`src/rtl/led_cmd_sequencer.sv`:
```
// Command sequencer for a serial LED matrix driver: sends the init words after reset, then rows 1..8 from a shadow copy of the host buffer per frame.
// Each command waits for the driver's READY high -> low -> high handshake, so a stalled driver holds the sequencer in place.
module led_cmd_sequencer #(
   parameter logic [3:0] INTENSITY  = 4'h8,
   parameter logic [2:0] SCAN_LIMIT = 3'd7
) (
   input  logic        in_clk,
   input  logic        in_rst,
   input  logic        in_wr_en,
   input  logic [2:0]  in_wr_addr,
   input  logic [7:0]  in_wr_data,
   input  logic        in_refresh,
   input  logic        in_IR_READY,
   output logic        out_IR_START,
   output logic [15:0] out_word,
   output logic        out_busy,
   output logic        out_frame_done
);

   localparam logic [2:0] IDLE      = 3'd0;
   localparam logic [2:0] INIT      = 3'd1;
   localparam logic [2:0] SNAP      = 3'd2;
   localparam logic [2:0] SEND      = 3'd3;
   localparam logic [2:0] WAIT_ACK  = 3'd4;
   localparam logic [2:0] WAIT_DONE = 3'd5;

   logic [2:0]  state;
   logic [2:0]  idx;
   logic [2:0]  idx_nxt;
   logic        init_phase;
   logic        init_req;
   logic        pending;
   logic        last_cmd;
   logic [15:0] word;
   logic [15:0] word_nxt;
   logic        frame_done;
   logic [7:0]  host   [8];
   logic [7:0]  shadow [8];

   function automatic logic [15:0] init_word(input logic [2:0] i);
      case (i)
         3'd0:    return 16'h0C00;
         3'd1:    return 16'h0900;
         3'd2:    return {8'h0A, 4'h0, INTENSITY};
         3'd3:    return {8'h0B, 5'h00, SCAN_LIMIT};
         3'd4:    return 16'h0F00;
         default: return 16'h0C01;
      endcase
   endfunction

   function automatic logic [15:0] row_word(input logic [2:0] i, input logic [7:0] d);
      return {8'h01 + {5'd0, i}, d};
   endfunction

   assign idx_nxt  = idx + 3'd1;
   assign last_cmd = init_phase ? (idx == 3'd5) : (idx == 3'd7);
   assign word_nxt = init_phase ? init_word(idx_nxt) : row_word(idx_nxt, shadow[idx_nxt]);

   always_ff @(posedge in_clk or negedge in_rst) begin
      if (!in_rst) begin
         for (int i = 0; i < 8; i++) host[i] <= 8'h00;
      end else if (in_wr_en) begin
         host[in_wr_addr] <= in_wr_data;
      end
   end

   always_ff @(posedge in_clk or negedge in_rst) begin
      if (!in_rst) begin
         state      <= IDLE;
         idx        <= 3'd0;
         init_phase <= 1'b0;
         init_req   <= 1'b1;
         pending    <= 1'b0;
         word       <= 16'h0000;
         frame_done <= 1'b0;
         for (int i = 0; i < 8; i++) shadow[i] <= 8'h00;
      end else begin
         frame_done <= 1'b0;
         // Any refresh outside IDLE collapses into one follow-on frame; the frame-end branch below consumes it.
         if (in_refresh && (state != IDLE || init_req)) pending <= 1'b1;
         case (state)
            IDLE: begin
               if (init_req)        state <= INIT;
               else if (in_refresh) state <= SNAP;
            end
            INIT: begin
               init_req   <= 1'b0;
               init_phase <= 1'b1;
               idx        <= 3'd0;
               word       <= init_word(3'd0);
               state      <= SEND;
            end
            SNAP: begin
               for (int i = 0; i < 8; i++) shadow[i] <= host[i];
               init_phase <= 1'b0;
               idx        <= 3'd0;
               word       <= row_word(3'd0, host[0]);
               state      <= SEND;
            end
            SEND: begin
               if (in_IR_READY) state <= WAIT_ACK;
            end
            WAIT_ACK: begin
               if (!in_IR_READY) state <= WAIT_DONE;
            end
            WAIT_DONE: begin
               if (in_IR_READY) begin
                  if (!last_cmd) begin
                     idx   <= idx_nxt;
                     word  <= word_nxt;
                     state <= SEND;
                  end else if (init_phase) begin
                     state <= SNAP;
                  end else begin
                     frame_done <= 1'b1;
                     if (pending || in_refresh) begin
                        pending <= 1'b0;
                        state   <= SNAP;
                     end else begin
                        state <= IDLE;
                     end
                  end
               end
            end
            default: state <= IDLE;
         endcase
      end
   end

   // START is combinational so it can never be high while READY is low.
   assign out_IR_START   = (state == SEND) && in_IR_READY;
   assign out_word       = word;
   assign out_busy       = (state != IDLE);
   assign out_frame_done = frame_done;

endmodule

```
`config.mk`:
```
export PLATFORM = sky130hd
export DESIGN_NAME = led_cmd_sequencer
export DESIGN_NICKNAME = d
export VERILOG_FILES = /design/src/rtl/led_cmd_sequencer.sv
export SDC_FILE = /design/constraint.sdc
export NUM_CORES = 1
export LEC_CHECK = 0
export CAP_MARGIN = 10
export CORE_ASPECT_RATIO = 1.5
export CORE_MARGIN = 2
export CORE_UTILIZATION = 64
export DETAILED_ROUTE_END_ITERATION = 8
export PLACE_DENSITY = 0.91
export SETUP_SLACK_MARGIN = 0.02
export SLEW_MARGIN = 10
export SYNTH_ARGS = -nofsm -noshare
export SYNTH_HDL_FRONTEND = slang
export SYNTH_SLANG_ARGS = --single-unit
export TNS_END_PERCENT = 1
```
`constraint.sdc`:
```
create_clock -name in_clk -period 4.15 [get_ports in_clk]
set_input_delay 0.6225 -clock in_clk [delete_from_list [all_inputs] [get_ports in_clk]]
set_output_delay 0.6225 -clock in_clk [all_outputs]
set_load 0.05 [all_outputs]
```
==> After elaboration in Yosys (flattened, before gate mapping) <==
Index checks and enable logic that the tools add are counted.
{ "word_totals": {"wordCells": 96, "regBits": 154, "input_bits": 16} }
{ "op_classes": {"n_addsub": 2, "reduce_logical": 15, "bitwise_logic": 2, "mux": 35, "eq_ne": 16, "n_lt_le_gt_ge": 3} }
{ "op_table": {"columns": ["op", "n"], "rows": [
  ["$bwmux W64", 1],
  ["$pmux W11 S5", 1],
  ["$mux W16", 3],
  ["$pmux W16 S3", 1],
  ["$bmux W8 S3", 1],
  ["$demux W8 S3", 1],
  ["$mux W8", 3],
  ["$mux W3", 7],
  ["$eq A3 B3 Y1 const B", 5],
  ["$pmux W3 S5", 1],
  ["$eq A3 B2 Y1 const B", 4],
  ["$mux W1", 11],
  ["$ge A4 B4 Y1 const B", 2],
  ["$ne A2 B2 Y1 const B", 4],
  ["$not A3 Y4", 2],
  ["$eq A3 B1 Y1 const B", 2],
  ["$logic_not A3 Y1", 2],
  ["$mux W2", 3],
  ["$pmux W3 S2", 1],
  ["$reduce_and A3 Y1", 2],
  ["$reduce_bool A3 Y1", 2],
  ["$add A1 B3 Y4 const A", 1],
  ["$lt A4 B1 Y1 const B", 1],
  ["$reduce_and A4 Y1", 1],
  ["other kinds (7)", 11]
]} }

==> Logic depth before layout (Yosys ltp) <==
Gate-level depths: netlist (run 1).
{ "logic_depth": {"ltp_word": 9, "mapped_depth": 8} }

==> Worst setup path before layout (run 1) <==
Ideal clock, no wire load.
{ "synth_timing": {"path_kind": "reg2reg", "from": "register idx[0]", "to": "register word[2], in the netlist out_word[2]", "t_arrival_ns": 2.105, "stages_incl_launch_ff": 9, "required_time_ns": 4.015, "slack_ns": 1.910, "path_buffers": 2, "period_less_slack_ns": 2.240, "cell_sequence": "dfrtp_1 > buf_4 > inv_1 > ha_1 > clkbuf_2 > mux4_2 > and2_1 > a2111oi_2 > a211oi_1"} }
{ "synth_between": {"elab_chain_cells": 9, "word_cells_on_any_way": 20, "cone_classes": "add/sub: 1; eq/ne: 7; mux: 9; bitwise: 1; reduce/logical: 2"} }
{ "synth_lines": {"columns": ["item", "line_no", "text"], "rows": [
  ["from (decl)", "28", "logic [2:0] idx;"],
  ["from (signal assigned)", "109", "idx <= idx_nxt;"],
  ["$add A3 B1 Y3", "55", "assign idx_nxt = idx + 3'd1;"],
  ["$not A3 Y4 (implied by the code)", "57", "assign word_nxt = init_phase ? init_word(idx_nxt) : row_word(idx_nxt, shadow[idx_nxt]);"],
  ["$bmux W8 S3", "57", null],
  ["$mux W8 (implied by the code) (2 in a row)", "57", null],
  ["$mux W16", "57", null],
  ["$mux W16", "108", "if (!last_cmd) begin"],
  ["$mux W16", "107", "if (in_IR_READY) begin"],
  ["$pmux W16 S3", "81", "case (state)"],
  ["to (signal assigned)", "90", "word <= init_word(3'd0);"],
  ["to (signal assigned)", "97", "word <= row_word(3'd0, host[0]);"],
  ["to (signal assigned)", "110", "word <= word_nxt;"],
  ["to (decl)", "34", "logic [15:0] word;"]
]} }
Several ways; a longest one is shown, not always the timed one. The select of a mux whose other input is x is not followed.
A chain may end at the register's enable or synchronous reset.

==> Worst setup path after layout (run 1) <==
{ "layout_timing": {"from": "register state[2]", "to": "output port out_IR_START"} }
{ "layout_between": {"elab_chain_cells": 2} }
{ "layout_lines": {"columns": ["item", "line_no", "text"], "rows": [
  ["from (decl)", "27", "logic [2:0] state;"],
  ["from (signal assigned)", "69", "state <= IDLE;"],
  ["from (signal assigned)", "83", "if (init_req) state <= INIT;"],
  ["from (signal assigned)", "84", "else if (in_refresh) state <= SNAP;"],
  ["$eq A3 B2 Y1", "131", "assign out_IR_START = (state == SEND) && in_IR_READY;"],
  ["$logic_and A1 B1 Y1", "131", null],
  ["to (decl)", "14", "output logic out_IR_START,"]
]} }
No other way between the ends.

==> reports/qor.yml, run 1 <==
r2r_setup_slack_ps: 1420
drv_slew: 0
port_buffers: 30
viasPerCell: 6.34
tns_ps: 0
cts_setup_buffers: 0
cts_made_buffers: 17
cts_tree: "yes"
ioPinCount: 35
end_kind: "primary output"
grt_usage_pct: 31.0
start_kind: "flip-flop"
yosysSeqAreaShare_pct: 55.8
grt_pass1_vias: 4925
ctsResizeCount: 0
area_growth_pct: 14.4
synth_cell_types: 65
antenna_cells: 0
gp_congestion: 0.841
p_leak_nw: 3.54
start_util_pct: 66.0
synth-seq-cells: 150
worstPathRequired_ps: 3530
crit_arrival_ps: 2230
yosys_warnings: 0
syn_inst: 587
dp_cells: 733
dp_hpwl_um: 9440
async_flop_share_pct: 100
drc: 0
grt_max_degree: 118
yosysMostFrequentCell: "nand2_1"
finalSetupViolCount: 0
critical_path_class: "flip-flop to primary output"
clk_latency_ps: 430
die_x_um: 87.7
critPathMaxFanout: 18
cts.clk_slew.worst_paths_ps: 60
firstDrtPassIters: 5
cts_sinks: 150
clock_path_buffers: 2
final_net_count: 633
antenna_found_initial: 0
yosys.area.top_type_share_pct: 55.4
rsz0062_at_grt: "false"
synthTopCellsByArea: "dfrtp_1, nand2_1, mux2_2"
floorplan.rows: 45
setup_ws_ps: 1290
hold_viol_final: 0
fmax_mhz: 350
cts_hold_buf: 0
die_h_um: 130
core_region_area_sq_mm: 0.0102
drt-initial-drc-count: 567
worstMarginPinSlew_ps: 1060
synth_common_cells: "nand2_1, dfrtp_1, mux2_2"
wl_per_cell_um: 20.9
h-tree-depth: 4
synth-edff-count: 0
synth_area_sq_mm: 0.00673
ctsRootBufferMaster: "clkbuf_16"
post-place-ws_ps: 1310
timing.final.crit_share_pct: 68.8
grt_pass1_wl_um: 26100
slew_headroom_pct: 28.7
drive_above_1_share_pct: 22.6
yosysTopAreaCell: "dfrtp_1"
ant_nets: 0
maxCapViolations: 0
ir_worst_vdd_mv: 0.423
finClkSkew_ps: 9.64
fin_cells: 765
status: "finished clean"
period_minus_slack_ps: 2860
routed_wirelength_um: 16000
postSynthAreaPerCell_sq_um: 11.5
die_area_sq_mm: 0.0114
grt-ovfl-total: 0
num_vias: 4851
final.fill_count: 567
worst_hold_path_type: "input port to asynchronous set/reset pin"
powerDensity_mw_per_mm2: 775
synth_ff_type: "dfrtp_1"
==> metrics by stage <==
stage	hold slack, ps	utilization [%]	area, sq um	power, mW
2_1_floorplan	327	-	6740	3.74
3_3_place_gp	441	69.6	7090	4.16
3_5_place_dp	446	69.6	7090	4.29
4_1_cts	401	75.5	7700	5.93
5_1_grt	441	75.5	7700	6.26
6_report	339	75.5	7700	5.96
==> power breakdown <==
part	switching, mW	internal, mW	total (mW)
Combinational	1.21	0.823	2.04
Sequential	0.380	1.96	2.34
Clock	0.670	0.914	1.58
Total	2.26	3.70	5.96
==> worst paths after layout <==
path / to / startpoint / depth (start not counted)
setup / recovery: out_IR_START / state[2] / 3
hold / removal: shadow[11] / in_rst / 1
setup reg to reg: out_word[2] / idx[0] / 6
hold reg to reg: shadow[6] / host[6] / 2
max in group asynchronous: init_req / in_rst / 2
min in group in_clk: shadow[6] / host[6] / 2
==> registers in the layout, summed over array words and instances, names as in the netlist <==
name,count
host,64
idx,3
init_phase,1
init_req,1
out_frame_done,1
out_word,12
pending,1
shadow,64
state,3
==> final cells by class <==
type,count,area (sq um),area share (%)
clock buffer,17,425,5.53
multi-input combinational,400,2790,36.2
clock inverter,15,181,2.36
timing repair buffer,37,354,4.60
tap,141,176,2.29
inverter,5,18.8,0.244
sequential,150,3750,48.8
==> kinds of logic (layout without fill, tap and decap cells) <==
kind of cell             Yosys count  in the layout  synth area share (%)
AND/OR/NAND/NOR                  260            260                  17.5
flip-flops                       150            150                  55.8
adder cells (fa/ha/maj)            6              6                  1.12
buffers and inverters             40             74                  3.10
multiplexers                      85             85                  17.0
AO/OA/AOI/OAI                     42             42                  4.98
XOR/XNOR                           3              3                 0.502
other                              1              4                0.0557
==> worst max-delay path, stage by stage (launching register included) <==
cell and delay [ps]:
dfrtp_1 590, nor2b_1 240, and3_1 190, clkdlybuf4s50_1 800
==> per-layer routing <==
layer  wire length (um)  GRT usage (%)  vias up
li1                   -              -     2064
met1               5880           39.4     2402
met2               8160           50.0      306
met5                  0              0        -
met3               1140           6.56       79
met4                811           16.5        0
==> cell usage in the layout, fill, tap and decap left out, drive strengths merged, types with 6 or more instances in the layout <==
master and n:
nand3 14, nand2 201, mux4 16, ha 6
buf 8, a41oi 6, clkbuf 17, clkdlybuf4s50 29
nor3 11, nand2b 6, dfrtp 149, inv 15
mux2 67, a21oi 7
(Power assumes the default switching activity.)
==> run 2: changes to the inputs <==
--- a/config.mk
+++ b/config.mk
@@ -8,9 +8,9 @@
 export CAP_MARGIN = 10
 export CORE_ASPECT_RATIO = 1.5
 export CORE_MARGIN = 2
-export CORE_UTILIZATION = 64
+export CORE_UTILIZATION = 54
 export DETAILED_ROUTE_END_ITERATION = 8
-export PLACE_DENSITY = 0.91
+export PLACE_DENSITY = 0.83
 export SETUP_SLACK_MARGIN = 0.02
 export SLEW_MARGIN = 10
 export SYNTH_ARGS = -nofsm -noshare
==> constraint.sdc (replaced) <==
create_clock -name in_clk -period 2.5 [get_ports in_clk]
set_input_delay 0.375 -clock in_clk [delete_from_list [all_inputs] [get_ports in_clk]]
set_output_delay 0.375 -clock in_clk [all_outputs]
set_load 0.05 [all_outputs]
==> reports/qor.yml, run 2 (synthesized netlist as in run 1, its figures left out) <==
grt_pass1_wl_um: 25600
h-tree-depth: 4
layout_commonest_cell: "nand2_1"
p_clk_share_pct: 25.4
routed_wirelength_um: 15900
cts_made_buffers: 17
gp_congestion: 0.889
period_minus_slack_ps: 2210
cts_tree: "yes"
worstMarginPinSlew_ps: 654
grt_usage_pct: 25.6
fin_area_sq_mm: 0.00781
fin_util_pct: 63.4
antenna_found_initial: 0
slew_headroom_pct: 56.1
die_h_um: 141
p_int_mw: 6.02
clk_latency_ps: 430
final_net_count: 644
powerDensity_mw_per_mm2: 1250
rr_worst_depth: 6
maxCapViolations: 0
critical_path_class: "flip-flop to flip-flop"
viasPerCell: 6.01
worst_hold_path_type: "flip-flop to flip-flop"
drive_above_1_share_pct: 23.9
p_switching_mw: 3.76
crit_arrival_ps: 2500
timing.final.crit_share_pct: 88.5
core_region_area_sq_mm: 0.0123
ir_worst_vdd_mv: 0.747
end_kind: "flip-flop"
rsz0062_at_grt: "false"
p_leak_nw: 3.59
cts_sinks: 150
port_buffers: 30
power.share.combinational_pct: 35.3
ioPinCount: 35
grt_max_degree: 75
grt-ovfl-total: 0
firstDrtPassIters: 5
tns_ps: 0
hold_viol_final: 0
power_frac_seq_pct: 39.4
clock_path_buffers: 2
status: "finished clean"
die_x_um: 95.2
wl_per_cell_um: 20.1
fmax_mhz: 452
switching_share_pct: 38.5
num_vias: 4755
drv_slew: 0
die_area_sq_mm: 0.0134
final.fill_count: 875
floorplan.rows: 50
start_util_pct: 54.6
drt-initial-drc-count: 438
place_area_sq_mm: 0.00722
dp_hpwl_um: 10000
final_cell_mix: "nand2_1, dfrtp_1, mux2_2"
drc: 0
worstPathRequired_ps: 2790
whs_path_depth: 2
critPathMaxFanout: 7
cts.clk_slew.worst_paths_ps: 70
antenna_cells: 0
start_kind: "flip-flop"
area_growth_pct: 16.0
ctsRootBufferMaster: "clkbuf_16"
ant_nets: 0
finClkSkew_ps: 5.79
finalSetupViolCount: 0
whs_ps: 465
grt_pass1_vias: 5037
-- run 2: changes by cell type in the layout (fill, tap and decap cells not counted), sizes merged --
cell / previous run / this run
clkinvlp: 0 / 1
clkinv: 3 / 2
clkdlybuf4s50: 29 / 27
inv: 15 / 17
dlygate4sd3: 0 / 1
bufinv: 2 / 0
dlymetal6s2s: 0 / 1
buf: 8 / 19
-- run 2: repair_timing --
| item | in CTS | in global routing |
|---|---|---|
| hold endpoints to repair | 48 | 0 |
| gates resized for setup | 0 | 1 |
| setup buffers | 0 | 0 |
| setup endpoints to repair | 0 | 1 |
| hold buffers | 1 | 0 |
-- run 2: worst paths after layout --
path / start / to / slack [ps]
max: idx[0] / out_word[2] / 290
min: host[12] / shadow[12] / 460
max reg2reg: idx[0] / out_word[2] / 290
min reg2reg: host[12] / shadow[12] / 460
max in group asynchronous: in_rst / host[27] / 1250
min in group asynchronous: in_rst / state[2] / 470
-- run 2: stage by stage --
step                worst slack (ps)  instances  power [mW]
floorplan                        260        590        6.20
global placement                 349        758        7.00
detailed placement               306        758        7.21
CTS                             49.2        791        9.78
global route                     227        791        10.3
finish                           287        791        9.78
-- run 2: critical path, stage by stage (launching register included) --
cell and delay [ps]:
dfrtp_1 410, inv_1 120, ha_1 550, mux4_2 350, and2_1 180, a2111oi_2 360
a211oi_1 100
-- run 2: per-layer routing --
metal | vias to the layer above | part of all wire [%] | global-route usage [%]
met1 | 2397 | 36 | 29.8
met3 | 64 | 5.9 | 6.31
met4 | 0 | 5.5 | 16.2
li1 | 2081 | - | -
met5 | - | 0 | 0
met2 | 213 | 52 | 41.8
-- run 2: cell type report --
cell class | count | area [sq um] | share of cell area, %
multi-input cells | 400 | 2790 | 35.7
flip-flops and latches | 150 | 3750 | 48.1
repair buffers | 48 | 477 | 6.11
inverters | 5 | 18.8 | 0.240
clock buffers | 17 | 425 | 5.45
well taps | 156 | 195 | 2.50
clock inverters | 15 | 150 | 1.92
-- run 2: power groups by stage --
stage | registers, mW | logic (mW) | clock network, mW
global route | 3.92 | 3.75 | 2.61
floorplan | 3.88 | 2.32 | 0
finish | 3.85 | 3.45 | 2.48
global placement | 3.78 | 3.22 | 0
detailed placement | 3.85 | 3.36 | 0
CTS | 3.83 | 3.45 | 2.50
==> run 3: changes to the inputs <==
--- a/config.mk
+++ b/config.mk
@@ -8,12 +8,13 @@
 export CAP_MARGIN = 10
 export CORE_ASPECT_RATIO = 1.5
 export CORE_MARGIN = 2
-export CORE_UTILIZATION = 54
+export CORE_UTILIZATION = 64
+export CTS_CLUSTER_DIAMETER = 100
 export DETAILED_ROUTE_END_ITERATION = 8
-export PLACE_DENSITY = 0.83
+export PLACE_DENSITY = 0.91
 export SETUP_SLACK_MARGIN = 0.02
 export SLEW_MARGIN = 10
 export SYNTH_ARGS = -nofsm -noshare
 export SYNTH_HDL_FRONTEND = slang
 export SYNTH_SLANG_ARGS = --single-unit
-export TNS_END_PERCENT = 1
+export TNS_END_PERCENT = 100
==> constraint.sdc (replaced) <==
create_clock -name in_clk -period 2.6 [get_ports in_clk]
set_input_delay 0.39 -clock in_clk [delete_from_list [all_inputs] [get_ports in_clk]]
set_output_delay 0.39 -clock in_clk [all_outputs]
set_load 0.05 [all_outputs]
==> reports/qor.yml, run 3 (synthesized netlist as in run 1, its figures left out) <==
r2r_end: "shadow[13]"
cts_tree: "yes"
ir_worst_vdd_mv: 0.645
reg2reg_from: "state[2]"
fmax_mhz: 405
drt-initial-drc-count: 546
slew_headroom_pct: 49.8
die_x_um: 87.7
cts_sinks: 150
ctsRootBufferMaster: "clkbuf_16"
ioPinCount: 35
cts.clk_slew.worst_paths_ps: 60
ant_nets: 0
viasPerCell: 6.34
num_vias: 4923
setup_ws_ps: 130
gp_congestion: 0.912
worst_hold_path_type: "input port to asynchronous set/reset pin"
wl_per_cell_um: 22.3
clk_latency_ps: 430
dp_hpwl_um: 10500
die_area_sq_mm: 0.0114
drc: 0
tns_ps: 0
die_h_um: 130
area_growth_pct: 16.1
ctsResizeCount: 0
r2r_setup_slack_ps: 460
fin_area_sq_mm: 0.00782
grt_pass1_vias: 5126
antenna_cells: 0
critPathMaxFanout: 14
core_region_area_sq_mm: 0.0102
finClkSkew_ps: 9.52
drv_slew: 0
worstPathRequired_ps: 2210
dr_wl_met2_um: 8930
final_net_count: 644
crit_buf_inv: 1
critPathSlowestCell: "clkdlybuf4s50_1"
hold_viol_final: 0
multi_input_area_sq_mm: 0.00279
grt_pass1_wl_um: 27700
powerDensity_mw_per_mm2: 1260
p_leak_nw: 3.61
routed_wirelength_um: 17300
cp_top_family: "buffers and inverters"
cts_setup_buffers: 0
grt_usage_pct: 33.3
rr_worst_depth: 6
clock_path_buffers: 2
antenna_found_initial: 0
cts_hold_buf: 0
cts_made_buffers: 17
firstDrtPassIters: 5
period_minus_slack_ps: 2470
drive_above_1_share_pct: 24.1
final.fill_count: 560
port_buffers: 30
crit_arrival_ps: 2080
place_area_sq_mm: 0.00718
grt_max_degree: 83
final_cell_mix: "nand2_1, dfrtp_1, mux2_2"
maxCapViolations: 0
start_kind: "flip-flop"
status: "finished clean"
cp_cell_sequence: "or3_1, clkdlybuf4s50_1"
finalSetupViolCount: 0
wl_met3_um: 1230
top_layer: "met4"
seq_area_sq_mm: 0.00375
critical_path_class: "flip-flop to primary output"
met1_length_um: 6310
floorplan.rows: 45
post-place-ws_ps: 400
critPathMaxStageDelay_ps: 700
end_kind: "primary output"
layout_commonest_cell: "nand2_1"
h-tree-depth: 4
timing.final.crit_share_pct: 95.0
start_util_pct: 66.0
rsz0062_at_grt: "false"
grt-ovfl-total: 0
worstMarginPinSlew_ps: 753
## run 3: final cells by class
class                      count  area share, %
clock inverter                15           2.64
timing repair buffer          48           5.72
tap                          141           2.26
clock buffer                  17           5.44
multi-input combinational    400           35.7
sequential                   150           48.0
inverter                       5          0.240
## run 3: worst max-delay path by stage
stage	endpoint	startpoint	depth (start not counted)	slack, ps
3_3_place_gp	host[41]	in_wr_addr[1]	3	470
6_report	out_busy	state[1]	2	130
3_5_place_dp	host[44]	in_wr_addr[1]	3	400
4_1_cts	out_busy	state[1]	2	150
2_1_floorplan	out_word[2]	idx[0]	8	360
5_1_grt	out_busy	state[1]	2	60
## run 3: power by group
part,leakage [nW],total (mW),internal (mW),switching [mW]
clock,0.309,2.63,1.56,1.07
combinational,1.46,3.40,1.35,2.04
sequential,1.84,3.78,3.14,0.645
## run 3: routing by layer
metal / up-vias / track usage [%]
met5: - / 0
met4: 0 / 17.7
met3: 69 / 6.62
met2: 299 / 54.5
met1: 2477 / 41.6
li1: 2078 / -
## run 3: through the flow
step / instances / hold slack, ps / power [mW] / util (%)
floorplan: 590 / 94.4 / 5.96 / -
global placement: 744 / 444 / 6.74 / 70.5
detailed placement: 744 / 453 / 6.97 / 70.5
CTS: 776 / 40.3 / 9.73 / 76.7
global route: 776 / 84.1 / 10.2 / 76.7
finish: 776 / 14.0 / 9.81 / 76.7
## run 3: worst reg2reg max path: stages, from the launching register on
cell and delay, ps:
dfrtp_1 470, buf_4 230, nor3b_4 190, buf_4 500, buf_4 420, nand2_1 160, nand2_1 100
